## src/rtl/hsv_pkg.sv

```systemverilog
// Shared types and field widths for the pixel-to-HSV scheduling path.
package hsv_pkg;

    typedef enum logic [1:0] {
        StIdle,
        StIssue,
        StWait,
        StEmit
    } state_t;

    localparam int unsigned RGB_W  = 5;
    localparam int unsigned PIX_W  = 1 + 3 * RGB_W;
    localparam int unsigned FIFO_W = PIX_W + 1;
    localparam int unsigned HUE_W  = 7;
    localparam int unsigned SAT_W  = 5;
    localparam int unsigned VAL_W  = 5;
    localparam int unsigned TCNT_W = 8;

endpackage

```

## src/rtl/pix_fifo.sv

```systemverilog
// Small synchronous FIFO for incoming pixels; head entry is visible combinationally on rd_data.
module pix_fifo #(
    parameter int unsigned DEPTH = 2,
    parameter int unsigned WIDTH = 17
) (
    input  logic             clk,
    input  logic             res,
    input  logic             wr_en,
    input  logic [WIDTH-1:0] wr_data,
    input  logic             rd_en,
    output logic [WIDTH-1:0] rd_data,
    output logic             full,
    output logic             empty
);

    localparam int unsigned AW = (DEPTH > 1) ? $clog2(DEPTH) : 1;

    logic [WIDTH-1:0] mem_q [DEPTH];
    logic [AW:0]      wr_ptr_q;
    logic [AW:0]      rd_ptr_q;

    // Extra pointer MSB distinguishes full from empty when the indices match.
    assign empty   = (wr_ptr_q == rd_ptr_q);
    assign full    = (wr_ptr_q[AW] != rd_ptr_q[AW]) &&
                     (wr_ptr_q[AW-1:0] == rd_ptr_q[AW-1:0]);
    assign rd_data = mem_q[rd_ptr_q[AW-1:0]];

    always_ff @(posedge clk) begin
        if (wr_en && !full) begin
            mem_q[wr_ptr_q[AW-1:0]] <= wr_data;
        end
    end

    always_ff @(posedge clk) begin
        if (res) begin
            wr_ptr_q <= '0;
            rd_ptr_q <= '0;
        end else begin
            if (wr_en && !full) begin
                wr_ptr_q <= wr_ptr_q + 1'b1;
            end
            if (rd_en && !empty) begin
                rd_ptr_q <= rd_ptr_q + 1'b1;
            end
        end
    end

endmodule

```

## src/rtl/hsv_pixel_sched.sv

```systemverilog
// Feeds buffered RGB555 pixels one at a time through a shared rgb2hsv converter and emits
// the HSV result with its frame coordinates, abandoning conversions that never complete.
module hsv_pixel_sched
    import hsv_pkg::*;
#(
    parameter int unsigned WIDTH        = 320,
    parameter int unsigned HEIGHT       = 240,
    parameter int unsigned XW           = 9,
    parameter int unsigned YW           = 8,
    parameter int unsigned CONV_TIMEOUT = 32,
    parameter int unsigned FIFO_DEPTH   = 2
) (
    input  logic              clk,
    input  logic              res,
    input  logic              pix_valid,
    input  logic [PIX_W-1:0]  pix_data,
    input  logic              pix_sof,
    output logic              pix_ready,
    output logic              conv_read,
    output logic [PIX_W-1:0]  conv_data,
    input  logic              conv_done,
    input  logic [HUE_W-1:0]  conv_hue,
    input  logic              conv_hue_invalid,
    input  logic [SAT_W-1:0]  conv_sat,
    input  logic [VAL_W-1:0]  conv_val,
    output logic              out_valid,
    input  logic              out_ready,
    output logic [HUE_W-1:0]  out_hue,
    output logic [SAT_W-1:0]  out_sat,
    output logic [VAL_W-1:0]  out_val,
    output logic              out_hue_inv,
    output logic [XW-1:0]     out_x,
    output logic [YW-1:0]     out_y,
    output logic [TCNT_W-1:0] timeout_cnt
);

    localparam int unsigned   TW         = (CONV_TIMEOUT > 2) ? $clog2(CONV_TIMEOUT) : 1;
    localparam logic [TW-1:0] TIMER_LAST = TW'(CONV_TIMEOUT - 1);
    localparam logic [XW-1:0] X_LAST     = XW'(WIDTH - 1);
    localparam logic [YW-1:0] Y_LAST     = YW'(HEIGHT - 1);

    state_t            state_q;
    logic [TW-1:0]     timer_q;
    logic              sof_q;
    logic [XW-1:0]     x_q;
    logic [YW-1:0]     y_q;

    logic              fifo_wr;
    logic              fifo_rd;
    logic              fifo_full;
    logic              fifo_empty;
    logic [FIFO_W-1:0] fifo_head;

    assign pix_ready = !fifo_full;
    assign fifo_wr   = pix_valid && pix_ready;
    assign fifo_rd   = (state_q == StIssue);
    assign conv_read = (state_q == StIssue);
    assign conv_data = conv_read ? fifo_head[PIX_W-1:0] : '0;

    pix_fifo #(
        .DEPTH (FIFO_DEPTH),
        .WIDTH (FIFO_W)
    ) u_fifo (
        .clk     (clk),
        .res     (res),
        .wr_en   (fifo_wr),
        .wr_data ({pix_sof, pix_data}),
        .rd_en   (fifo_rd),
        .rd_data (fifo_head),
        .full    (fifo_full),
        .empty   (fifo_empty)
    );

    always_ff @(posedge clk) begin
        if (res) begin
            state_q     <= StIdle;
            timer_q     <= '0;
            sof_q       <= 1'b0;
            x_q         <= '0;
            y_q         <= '0;
            out_valid   <= 1'b0;
            out_hue     <= '0;
            out_sat     <= '0;
            out_val     <= '0;
            out_hue_inv <= 1'b0;
            out_x       <= '0;
            out_y       <= '0;
            timeout_cnt <= '0;
        end else begin
            unique case (state_q)
                StIdle: begin
                    if (!fifo_empty) begin
                        state_q <= StIssue;
                    end
                end
                StIssue: begin
                    sof_q   <= fifo_head[FIFO_W-1];
                    timer_q <= '0;
                    state_q <= StWait;
                end
                StWait: begin
                    if (conv_done || (timer_q == TIMER_LAST)) begin
                        out_valid <= 1'b1;
                        out_x     <= sof_q ? '0 : x_q;
                        out_y     <= sof_q ? '0 : y_q;
                        state_q   <= StEmit;
                        // A done arriving on the last timer cycle still counts as a result.
                        if (conv_done) begin
                            out_hue     <= conv_hue;
                            out_sat     <= conv_sat;
                            out_val     <= conv_val;
                            out_hue_inv <= conv_hue_invalid;
                        end else begin
                            out_hue     <= '0;
                            out_sat     <= '0;
                            out_val     <= '0;
                            out_hue_inv <= 1'b1;
                            if (timeout_cnt != '1) begin
                                timeout_cnt <= timeout_cnt + 1'b1;
                            end
                        end
                    end else begin
                        timer_q <= timer_q + 1'b1;
                    end
                end
                StEmit: begin
                    if (out_ready) begin
                        out_valid <= 1'b0;
                        state_q   <= StIdle;
                        if (out_x == X_LAST) begin
                            x_q <= '0;
                            y_q <= (out_y == Y_LAST) ? '0 : out_y + 1'b1;
                        end else begin
                            x_q <= out_x + 1'b1;
                            y_q <= out_y;
                        end
                    end
                end
                default: state_q <= StIdle;
            endcase
        end
    end

endmodule

```

## config.mk

```make
export PLATFORM = sky130hd
export DESIGN_NAME = hsv_pixel_sched
export DESIGN_NICKNAME = d
export VERILOG_FILES = /design/src/rtl/hsv_pkg.sv /design/src/rtl/pix_fifo.sv /design/src/rtl/hsv_pixel_sched.sv
export SDC_FILE = /design/constraint.sdc
export NUM_CORES = 1
export LEC_CHECK = 0
export ABC_AREA = 1
export CORE_AREA = 2 2 100 102
export DETAILED_ROUTE_END_ITERATION = 12
export DIE_AREA = 0 0 102 104
export HOLD_SLACK_MARGIN = 0.15
export PLACE_DENSITY = 0.76
export SLEW_MARGIN = 20
export SYNTH_ARGS = -nofsm -noshare
export SYNTH_HDL_FRONTEND = slang
export SYNTH_SLANG_ARGS = --single-unit
```

## constraint.sdc

```tcl
create_clock -name clk -period 2.1 [get_ports clk]
set_input_delay 0.525 -clock clk [delete_from_list [all_inputs] [get_ports clk]]
set_output_delay 0.525 -clock clk [all_outputs]
set_load 0.05 [all_outputs]
```

Yosys cells after proc, flatten, opt, wreduce, memory -nomap -nowiden
Memory sizes are Yosys's and may differ from the RTL's. A register that Yosys moved wholly into a read port is not among the register bits.
Cells that the tools add are included.
{"block": "word_totals", "ff_bits": 73, "ramBits": 34, "word_cells": 76, "n_memories": 1}
{"memory": "u_fifo.mem_q", "words": 2, "width": 17, "rd": 1, "rd_ports_with_merged_regs": 1, "write_ports": 1, "line": "pix_fifo.sv:18", "source": "logic [WIDTH-1:0] mem_q [DEPTH];"}
{"block": "op_classes", "n_addsub": 6, "n_eq_ne": 14, "n_mux": 23, "bitwise_logic": 1, "reduce_logical": 16}
{"operator": "8-bit two-way mux", "count": 3}
{"operator": "9-bit two-way mux", "count": 2}
{"operator": "8-bit by 1-bit adder with 8-bit output (second input constant)", "count": 2}
{"operator": "16-bit two-way mux", "count": 1}
{"operator": "5-bit two-way mux", "count": 3}
{"operator": "5-bit case mux with 2 select lines", "count": 1}
{"operator": "9-bit by 1-bit adder with 9-bit output (second input constant)", "count": 1}
{"operator": "9-bit == test (second input constant)", "count": 1}
{"operator": "8-bit == test (second input constant)", "count": 1}
{"operator": "2-bit inequality test (second input constant)", "count": 4}
{"operator": "8-bit inequality test (second input constant)", "count": 1}
{"operator": "2-bit case mux with 4 select lines", "count": 1}
{"operator": "1-bit two-way mux", "count": 7}
{"operator": "7-bit two-way mux", "count": 1}
{"operator": "2-bit two-way mux", "count": 3}
{"operator": "2-bit AND reduction", "count": 3}
{"operator": "3-bit AND reduction", "count": 2}
{"operator": "5-bit by 1-bit adder with 5-bit output (second input constant)", "count": 1}
{"operator": "5-bit == test (second input constant)", "count": 1}
{"operator": "2-bit by 1-bit adder with 2-bit output (second input constant)", "count": 2}
{"operator": "2-bit == test (second input constant)", "count": 2}
{"operator": "1-bit logical AND", "count": 4}
{"operator": "4-bit AND reduction", "count": 1}
{"operator": "2-bit nonzero test", "count": 2}
{"operator": "9 further kinds", "count": 10}

Logic depth before layout (Yosys ltp)
{"block": "logic_depth", "ltp_word": 7, "depth_mapped": 11, "depth_no_buf": 11}

Cells and area by module
From an unflattened synthesis, not the netlist that was laid out.
{"block": "unflattened", "cells_unflattened": 594, "hier_area_um2": 4902.2}
{"module": "hsv_pixel_sched", "n_inst": 1, "cells_each": 494, "area_each_um2": 3350.7}
{"module": "pix_fifo", "n_inst": 1, "cells_each": 100, "area_each_um2": 1551.5}

Least setup slack after synthesis
Ideal clock, no wire load.
{"block": "synth_timing", "path_kind": "register to output", "startpoint": "reg state_q[1]", "endpoint": "out conv_data[0]", "arrival_ns": 1.977, "required_time_ns": 1.575, "setup_slack_ns": -0.402, "stages_incl_launch_ff": 6, "path_buffers": 1, "cell_sequence": "dfxtp_1 inv_1 ha_1 clkbuf_1 o21ai_0 nor2_1"}
{"block": "synth_between", "elab_chain_len": 2}
{"element": "start: declaration", "line": "hsv_pixel_sched.sv:42", "source": "state_t state_q;"}
{"element": "start signal: assignment", "line": "hsv_pixel_sched.sv:76", "source": "state_q <= StIdle;"}
{"element": "start signal: assignment", "line": "hsv_pixel_sched.sv:93", "source": "state_q <= StIssue;"}
{"element": "start signal: assignment", "line": "hsv_pixel_sched.sv:99", "source": "state_q <= StWait;"}
{"element": "2-bit by 1-bit == test with 1-bit output", "line": "hsv_pixel_sched.sv:57", "source": "assign conv_read = (state_q == StIssue);"}
{"element": "net conv_read", "line": "hsv_pixel_sched.sv:19", "source": "output logic conv_read,"}
{"element": "16-bit two-way mux", "line": "hsv_pixel_sched.sv:58", "source": "assign conv_data = conv_read ? fifo_head[PIX_W-1:0] : '0;"}
{"element": "end: declaration", "line": "hsv_pixel_sched.sv:20", "source": "output logic [PIX_W-1:0] conv_data,"}
The timed path passes the listed nets, and every way through them passes these cells.

Worst setup path after layout
{"block": "layout_timing", "startpoint": "reg out_sat[4]", "endpoint": "out out_sat[4]"}
{"element": "start: declaration", "line": "hsv_pixel_sched.sv:29", "source": "output logic [SAT_W-1:0] out_sat,"}
{"element": "start signal: assignment", "line": "hsv_pixel_sched.sv:110", "source": "out_sat <= conv_sat;"}
No word-level cell between the ends.

==> flow_summary.ini <==
[outcome]
status = finished clean

[routing]
post_drt_wl_per_cell_um = 13.87
via_per_inst = 5.027
drc = 0
wl_um = 10930
drt_iter0_drc = 144
via_count = 3961
ant_nets = 0
drtPass1Iterations = 4

[clocking]
insertion_delay_ns = 0.37
cts_tree = done
cts_buffers = 9
cts_buffer_depth = 2
clkTransAtPathRegs_ns = 0.11
cts_root_buf = clkbuf_8
htree_levels = 3
numClockSinks = 108

[power]
p_comb_frac = 0.356
ir_drop_mv = 0.3985
p_total_uw = 5930
power.density_nw_per_um2 = 949.5
seq_power_share = 0.418
intPower_uw = 3667
leakagePower_uw = 0.002567
p_sw_uw = 2263
power.clock.fraction = 0.226
switching_share = 0.3817

[synthesis]
syn_inst = 543
syn_area_um2 = 4642
synth_edf_count = 34
yosys_warnings = 0
synth.most_common_cell = nand2_1
yosysTopAreaCellShare = 0.3191
syn_area_per_cell_um2 = 8.549
synth_common_cells = nand2_1, dfxtp_1, nor2_1, a21oi_1, edfxtp_1
ys_seq_area_frac = 0.5391
async_reset_ff_frac = 0
synth_ff_type = dfxtp_1
synth_nets = 593
ys_ff_latch = 108
synth_area_leader_cell = dfxtp_1
netlist_top_cells_area = dfxtp_1, edfxtp_1, nand2_1, a21oi_1, nor2_1
synth_cell_types = 39

[critical_path]
critical_path_required_ns = 1.57
critPathCaptureType = primary output
crit_family = buffers and inverters
worst_path_max_delay_cell = clkdlybuf4s50_1
critPathBufInv = 1
cp.arrival_ns = 1.55
path_cells = clkdlybuf4s50_1
crit_type = reg -> out
cpPeakStageDelay_ns = 0.83
crit_fanout = 2
cp-start-kind = register

[grt]
met3_usage = 0.03965
gr-usage-met2 = 0.3548
grt_overflow_total = 0
grt_max_degree = 50
first_global_vias = 3852
grtUsageTotal = 0.2097
antenna_found_initial = 0
top_usage_layer = met2
use_met1 = 0.2717
grt_pass1_wl_um = 18020

[floorplan]
die_x_um = 102
chipHeight_um = 104
io_pins = 102
rows = 36
die-area_um2 = 10610
core_area_um2 = 9549
start_util = 0.4861

[sta]
period_share = 0.9862
fin_crit_ns = 2.071
setup_violations = 0
skew_ns = 0.01468
hold_slack_ns = 0.4608
worstMarginPinSlew_ns = 0.5495
slew_headroom = 0.6330
hold_viol = 0
fmax_mhz = 482.8
slew_viol_final = 0

[finish]
area_growth_pct = 34.56
n_antenna_cell = 0
nFillCells = 815
drive_gt1_frac = 0.1695
final_nets = 700
layout.cells.non_filler = 788

[worst_hold_path]
worstHoldPathType = reg -> reg

[placement]
hpwl_um = 7622
port-buffer-count = 101
dp.cells = 770
gp_congestion = 0.8254

[flow_run]
cap_violations = 0
-- worst register-to-register path, stage by stage (launching register included) --
cell	delay (ns)
dfxtp_1	0.36
ha_1	0.21
nand2_1	0.08
nor2_1	0.04
ha_1	0.19
nor2_1	0.09
inv_1	0.07
o21ai_0	0.35
inv_1	0.13
nand2_1	0.08
a21oi_1	0.06
-- logic make-up after synthesis --
family	share of synthesized area
and+or+nand+nor	0.2296
AOI/OAI and AO/OA	0.1315
adders and majority gates	0.02695
xor gates and xnor gates	0.01887
DFF	0.5391
buffers and inverters	0.05391
-- cell usage in the layout (no fill, tap or decap), types with 13 or more instances in the layout --
cell             instances
nand2_1                118
dfxtp_1                 72
a21oi_1                 58
nor2_1                  55
clkdlybuf4s50_1         45
edfxtp_1                34
inv_1                   31
nand3_1                 30
o21ai_0                 25
buf_4                   25
buf_6                   17
nor2_4                  15
dlygate4sd2_1           13
-- cell type report --
type,instances,area [µm²],share of cell area
well taps,133,166.4,0.02664
multi-input cells,375,2019,0.3233
clock inverters,7,92.59,0.01482
inverters,40,157.7,0.02524
flip-flops and latches,108,2505,0.4010
repair buffers,116,1181,0.1891
clock buffers,9,123.9,0.01983
-- per-stage QoR --
step / worst slack (ns) / util / setup TNS, ns / cell area [µm²]
after floorplan: -0.04909 / - / -0.04909 / 4762
after global placement: 0.2120 / 0.6196 / 0 / 5917
after detailed placement: 0.1739 / 0.6196 / 0 / 5917
after CTS: 0.001542 / 0.6453 / 0 / 6162
after global routing: -0.005070 / 0.6541 / -0.005070 / 6246
final: 0.02896 / 0.6541 / 0 / 6246
-- registers in the layout, indices dropped and copies added, names as in the netlist, named ones only --
register         flops
out_valid            1
y_q                  8
out_hue              7
x_q                  9
out_x                9
u_fifo.mem_q        34
sof_q                1
u_fifo.wr_ptr_q      2
out_hue_inv          1
out_y                8
timer_q              5
out_sat              5
timeout_cnt          8
out_val              5
u_fifo.rd_ptr_q      2
state_q              2
-- per-layer routing --
| layer | routed length [µm] | share of wire |
|---|---|---|
| met4 | 117 | 0.011 |
| met1 | 4928 | 0.45 |
| met3 | 532 | 0.049 |
| met2 | 5348 | 0.49 |
| met5 | 0 | 0 |
-- final timing paths --
check              from          to  slack [ns]  cells after the start
max          out_sat[4]  out_sat[4]        0.03                      1
max reg2reg  timer_q[0]  timer_q[1]        0.32                     10
min reg2reg  out_val[1]  out_val[1]        0.46                      2
min          out_val[1]  out_val[1]        0.46                      2
-- timing repair --
action                                  CTS  global route
hold buffers                              0             0
endpoints found under the setup margin   30            25
pin swaps                                 0             1
gates resized for setup                  18            31
setup buffers                             2             0
-- power groups by stage --
stage	clock network, µW	logic, µW	registers [µW]
detailed placement	0	1980	2510
global route	1460	2260	2500
floorplan	0	1100	2740
global placement	0	1950	2500
CTS	1370	2050	2470
finish	1340	2110	2480
Note: power is estimated with default switching activity, not from simulation.
